## config.mk

```make
export PLATFORM = sky130hd
export DESIGN_NAME = vend_stock_keeper
export DESIGN_NICKNAME = d
export VERILOG_FILES = /design/src/rtl/vend_stock_keeper.sv
export SDC_FILE = /design/constraint.sdc
export NUM_CORES = 1
export LEC_CHECK = 0
export CORE_MARGIN = 8
export CORE_UTILIZATION = 50
export CTS_CLUSTER_DIAMETER = 100
export DETAILED_ROUTE_END_ITERATION = 12
export PLACE_DENSITY = 0.83
export SLEW_MARGIN = 30
export SYNTH_ARGS = -nofsm -noshare
export SYNTH_HDL_FRONTEND = slang
export SYNTH_SLANG_ARGS = --single-unit
```

## constraint.sdc

```tcl
create_clock -name clk -period 6.7 [get_ports clk]
set_input_delay 1.34 -clock clk [delete_from_list [all_inputs] [get_ports clk]]
set_output_delay 1.34 -clock clk [all_outputs]
set_load 0.01 [all_outputs]
```

## src/rtl/vend_stock_keeper.sv

```systemverilog
// rtl/vend_stock_keeper.sv - per-item stock counts with dispense decrement and req/ack restock
module vend_stock_keeper #(
    parameter int MAX_STOCK  = 63,
    parameter int LOW_MARK   = 3,
    parameter int INIT_STOCK = 10
) (
    input  logic       clk,
    input  logic       rst,
    input  logic       vend_vld,
    input  logic [1:0] vend_item,
    input  logic       svc_mode,
    input  logic       svc_req,
    input  logic [1:0] svc_item,
    input  logic [5:0] svc_qty,
    output logic       svc_ack,
    output logic       busy,
    output logic [5:0] left1,
    output logic [5:0] left2,
    output logic [5:0] left3,
    output logic [2:0] soldout,
    output logic [2:0] lowstock,
    output logic       err,
    output logic       ovf,
    output logic [7:0] sales
);
    typedef enum logic [1:0] {IDLE, VEND, LOAD, ACK} state_t;

    localparam logic [6:0] MAX7  = 7'(MAX_STOCK);
    localparam logic [5:0] MAX6  = 6'(MAX_STOCK);
    localparam logic [5:0] LOW6  = 6'(LOW_MARK);
    localparam logic [5:0] INIT6 = 6'(INIT_STOCK);

    state_t     state;
    logic [1:0] item;
    logic [5:0] qty;
    logic [5:0] cur;
    logic [6:0] sum;
    logic       wr_en;
    logic [5:0] wr_val;

    // Operand is the count of whichever item was latched on entry to VEND/LOAD.
    always_comb begin
        case (item)
            2'd1:    cur = left1;
            2'd2:    cur = left2;
            2'd3:    cur = left3;
            default: cur = 6'd0;
        endcase
        sum    = {1'b0, cur} + {1'b0, qty};
        wr_en  = 1'b0;
        wr_val = cur;
        if (state == VEND && item != 2'd0 && cur != 6'd0) begin
            wr_en  = 1'b1;
            wr_val = cur - 6'd1;
        end else if (state == LOAD && item != 2'd0) begin
            wr_en  = 1'b1;
            wr_val = (sum > MAX7) ? MAX6 : sum[5:0];
        end
    end

    always_ff @(posedge clk) begin
        if (rst) begin
            state   <= IDLE;
            item    <= 2'd0;
            qty     <= 6'd0;
            left1   <= INIT6;
            left2   <= INIT6;
            left3   <= INIT6;
            sales   <= 8'd0;
            svc_ack <= 1'b0;
            err     <= 1'b0;
            ovf     <= 1'b0;
            busy    <= 1'b0;
        end else begin
            err  <= 1'b0;
            ovf  <= 1'b0;
            busy <= svc_mode;
            if (wr_en) begin
                case (item)
                    2'd1:    left1 <= wr_val;
                    2'd2:    left2 <= wr_val;
                    default: left3 <= wr_val;
                endcase
            end
            case (state)
                IDLE: begin
                    if (vend_vld && !svc_mode) begin
                        item  <= vend_item;
                        state <= VEND;
                        busy  <= 1'b1;
                    end else if (svc_mode && svc_req) begin
                        item  <= svc_item;
                        qty   <= svc_qty;
                        state <= LOAD;
                        busy  <= 1'b1;
                    end
                end
                VEND: begin
                    if (wr_en) sales <= sales + 8'd1;
                    else       err   <= 1'b1;
                    state <= IDLE;
                end
                LOAD: begin
                    if (item == 2'd0) err <= 1'b1;
                    else if (sum > MAX7) ovf <= 1'b1;
                    svc_ack <= 1'b1;
                    state   <= ACK;
                    busy    <= 1'b1;
                end
                ACK: begin
                    // Hold ack until the requester drops svc_req so one request loads once.
                    if (!svc_req) begin
                        svc_ack <= 1'b0;
                        state   <= IDLE;
                    end else begin
                        busy <= 1'b1;
                    end
                end
                default: state <= IDLE;
            endcase
        end
    end

    assign soldout  = {left3 == 6'd0, left2 == 6'd0, left1 == 6'd0};
    assign lowstock = {(left3 != 6'd0) && (left3 <= LOW6),
                       (left2 != 6'd0) && (left2 <= LOW6),
                       (left1 != 6'd0) && (left1 <= LOW6)};
endmodule

```

==> results.ini <==
[detailed_routing]
drt-initial-drc-count = 163
wl_per_cell_um = 16.0
detail_route.vias_per_cell = 5.95
routed_wl_um = 6110
first_pass_iters = 5
vias = 2273
drc = 0
ant_nets = 0

[critical_path]
worstSetupStartpoint = item[0]
path_buf_inv = 3
crit_top_cell = inv_1
critical_path_class = flop to flop
worstPathRequired_ns = 6.86
start_kind = flop
r2r_start = item[0]
worst-path-max-fanout = 8
crit_family = compound AO/OA/AOI/OAI gates
cp-end-kind = flop
worstPathCellList = inv_1, ha_1, a222oi_1, or2_2, inv_1, ha_1, inv_1, fa_1, nor2b_1, o311ai_0, a21oi_1, nand2b_1, a221oi_1, o31ai_1
cp_slowest_cell = a222oi_1
crit_arrival_ns = 3.87
cpPeakStageDelay_ns = 0.61

[clock_tree]
clockBufferDepth = 2
clk_pin_slew_ns = 0.07
clk_latency_ns = 0.29
postCtsSetupBuffers = 0
post_cts_resized = 0
cts.sinks = 40
cts.root.buffer_cell = clkbuf_8
htreeDepth = 2
cts_hold_buf = 0
tritoncts = done
cts_made_buffers = 5

[logic_synthesis]
ys.flop_type = dfxtp_1
ys_seq_elements = 40
yosys.cell_count.top_type = nor2_1
synth_cell_types = 54
synth_cells = 280
synth.avg_cell_area_um2 = 8.60
synth_edf_count = 0
yosys_warnings = 0
yosysTopAreaCellShare_pct = 33.3
async_reset_ff_share_pct = 0
syn_nets = 313
synth_top_cell_by_area = dfxtp_1
synthTopCellsByCount = nor2_1, dfxtp_1, ha_1
yosysSeqAreaShare_pct = 33.3
synth_area_um2 = 2410
synth.area.top_cells = dfxtp_1, ha_1, nor2_1

[pwr]
ir_drop_v = 0.000138
power_density_nw_per_um2 = 222
cellLeakagePower_uw = 0.00118

[sta]
maxSlewViolCount = 0
rsz0062_at_grt = no
period_minus_slack_ns = 3.71
setup_viol = 0
clock_skew_ns = 0.00266
worst_hold_slack_ns = 0.481
hold_violations = 0
worst_slew_pin_slew_ns = 0.797
max_freq_ghz = 0.270
post-route-period-util_pct = 55.4
slew_headroom_pct = 46.5
fin_tns_setup_ns = 0

[min_path]
hold_start = svc_ack
hold_class = flop to flop

[die]
io_pins = 51
start_util_pct = 51.3
core_um2 = 4690
rows = 25
die_width_um = 85.4
die_y_um = 85.4
die-area_um2 = 7290

[grt]
grt_overflow = 0
grt_use_total_pct = 17.0
grt_first_pass_wirelength_um = 10200
grt_pass1_vias = 2226
antenna_found_initial = 0
grt_max_degree = 44

[placed_design]
gp_congestion = 0.875
hpwl_um = 4660
port-buffer-count = 50

[cells_and_area]
diodes = 0
syn_to_final_growth_pct = 26.7
nets = 360
drive_above_1_share_pct = 6.71
fillers = 398

[outcome]
outcome = finished clean

[job]
cap_violations = 0

==> cells by family after synthesis <==
family / Yosys count / share of synthesized area [%]
flops: 40 / 33.3
xor+xnor: 10 / 3.64
fa+ha+maj: 18 / 9.67
mux: 13 / 5.67
buf+inv: 23 / 4.31
simple gates: 101 / 21.0
compound gates: 75 / 22.4
==> per-layer routing <==
metal | track usage (%) | routed length (um) | part of all wire, %
met1 | 19.7 | 2680 | 44
met2 | 29.1 | 2850 | 47
met3 | 5.12 | 453 | 7.4
met4 | 5.73 | 125 | 2.0
met5 | 0 | 0 | 0
==> registers in the layout, summed over array words and instances (netlist names) <==
signal   cells
sales        8
left1        6
left2        6
left3        6
qty          6
item         2
state        2
busy         1
err          1
ovf          1
svc_ack      1
==> metrics by stage <==
stage          power, uW  area [um^2]  instances  utilization [%]  setup slack (ns)
2_1_floorplan        413         2410        280                -              3.57
3_3_place_gp         463         2920        374             62.3              3.34
3_5_place_dp         467         2920        374             62.3              3.13
4_1_cts              679         3050        382             65.0              3.06
5_1_grt              715         3050        382             65.0              2.78
6_report             678         3050        382             65.0              2.99
==> placed cells by master (no fill, tap or decap), drive strengths merged, types with 5 or more instances in the layout <==
master / netlist / layout
nor2b: 5 / 5
a21oi: 17 / 17
o21ai: 17 / 17
nand3b: 6 / 6
clkbuf: 7 / 7
a211oi: 9 / 9
mux2i: 11 / 11
nand3: 5 / 5
nor2: 44 / 44
dfxtp: 40 / 40
inv: 12 / 12
clkdlybuf4s50: 0 / 50
xor2: 6 / 6
a222oi: 6 / 6
nand2: 12 / 12
ha: 17 / 17
==> worst reg2reg max path, delay by kind of cell, from the launching register on <==
family	cells	cell delay (ns)
compound gates	5	1.75
fa+ha+maj	3	0.71
buf+inv	3	0.21
flops	1	0.39
simple gates	3	0.53
==> power by group <==
group | switching (uW) | leakage, uW | internal (uW)
clock | 82.4 | 0.0000645 | 131
combinational | 110 | 0.000789 | 87.0
sequential | 14.0 | 0.000325 | 253
==> worst paths after layout <==
kind / slack [ns] / cells after the start / endpoint
setup / recovery: 2.99 / 14 / left2[1]
hold / removal: 0.48 / 2 / svc_ack
setup reg to reg: 2.99 / 14 / left2[1]
hold reg to reg: 0.48 / 2 / svc_ack
==> area by class of cell <==
type,instances,area (um^2),share of cell area [%]
multi-input combinational,217,1500,49.3
sequential,40,801,26.3
timing repair buffer,51,508,16.7
clock buffer,7,96.3,3.16
tap,54,67.6,2.21
inverter,12,45.0,1.48
clock inverter,1,30.0,0.984
No activity file was read; power rests on OpenSTA's default activity.
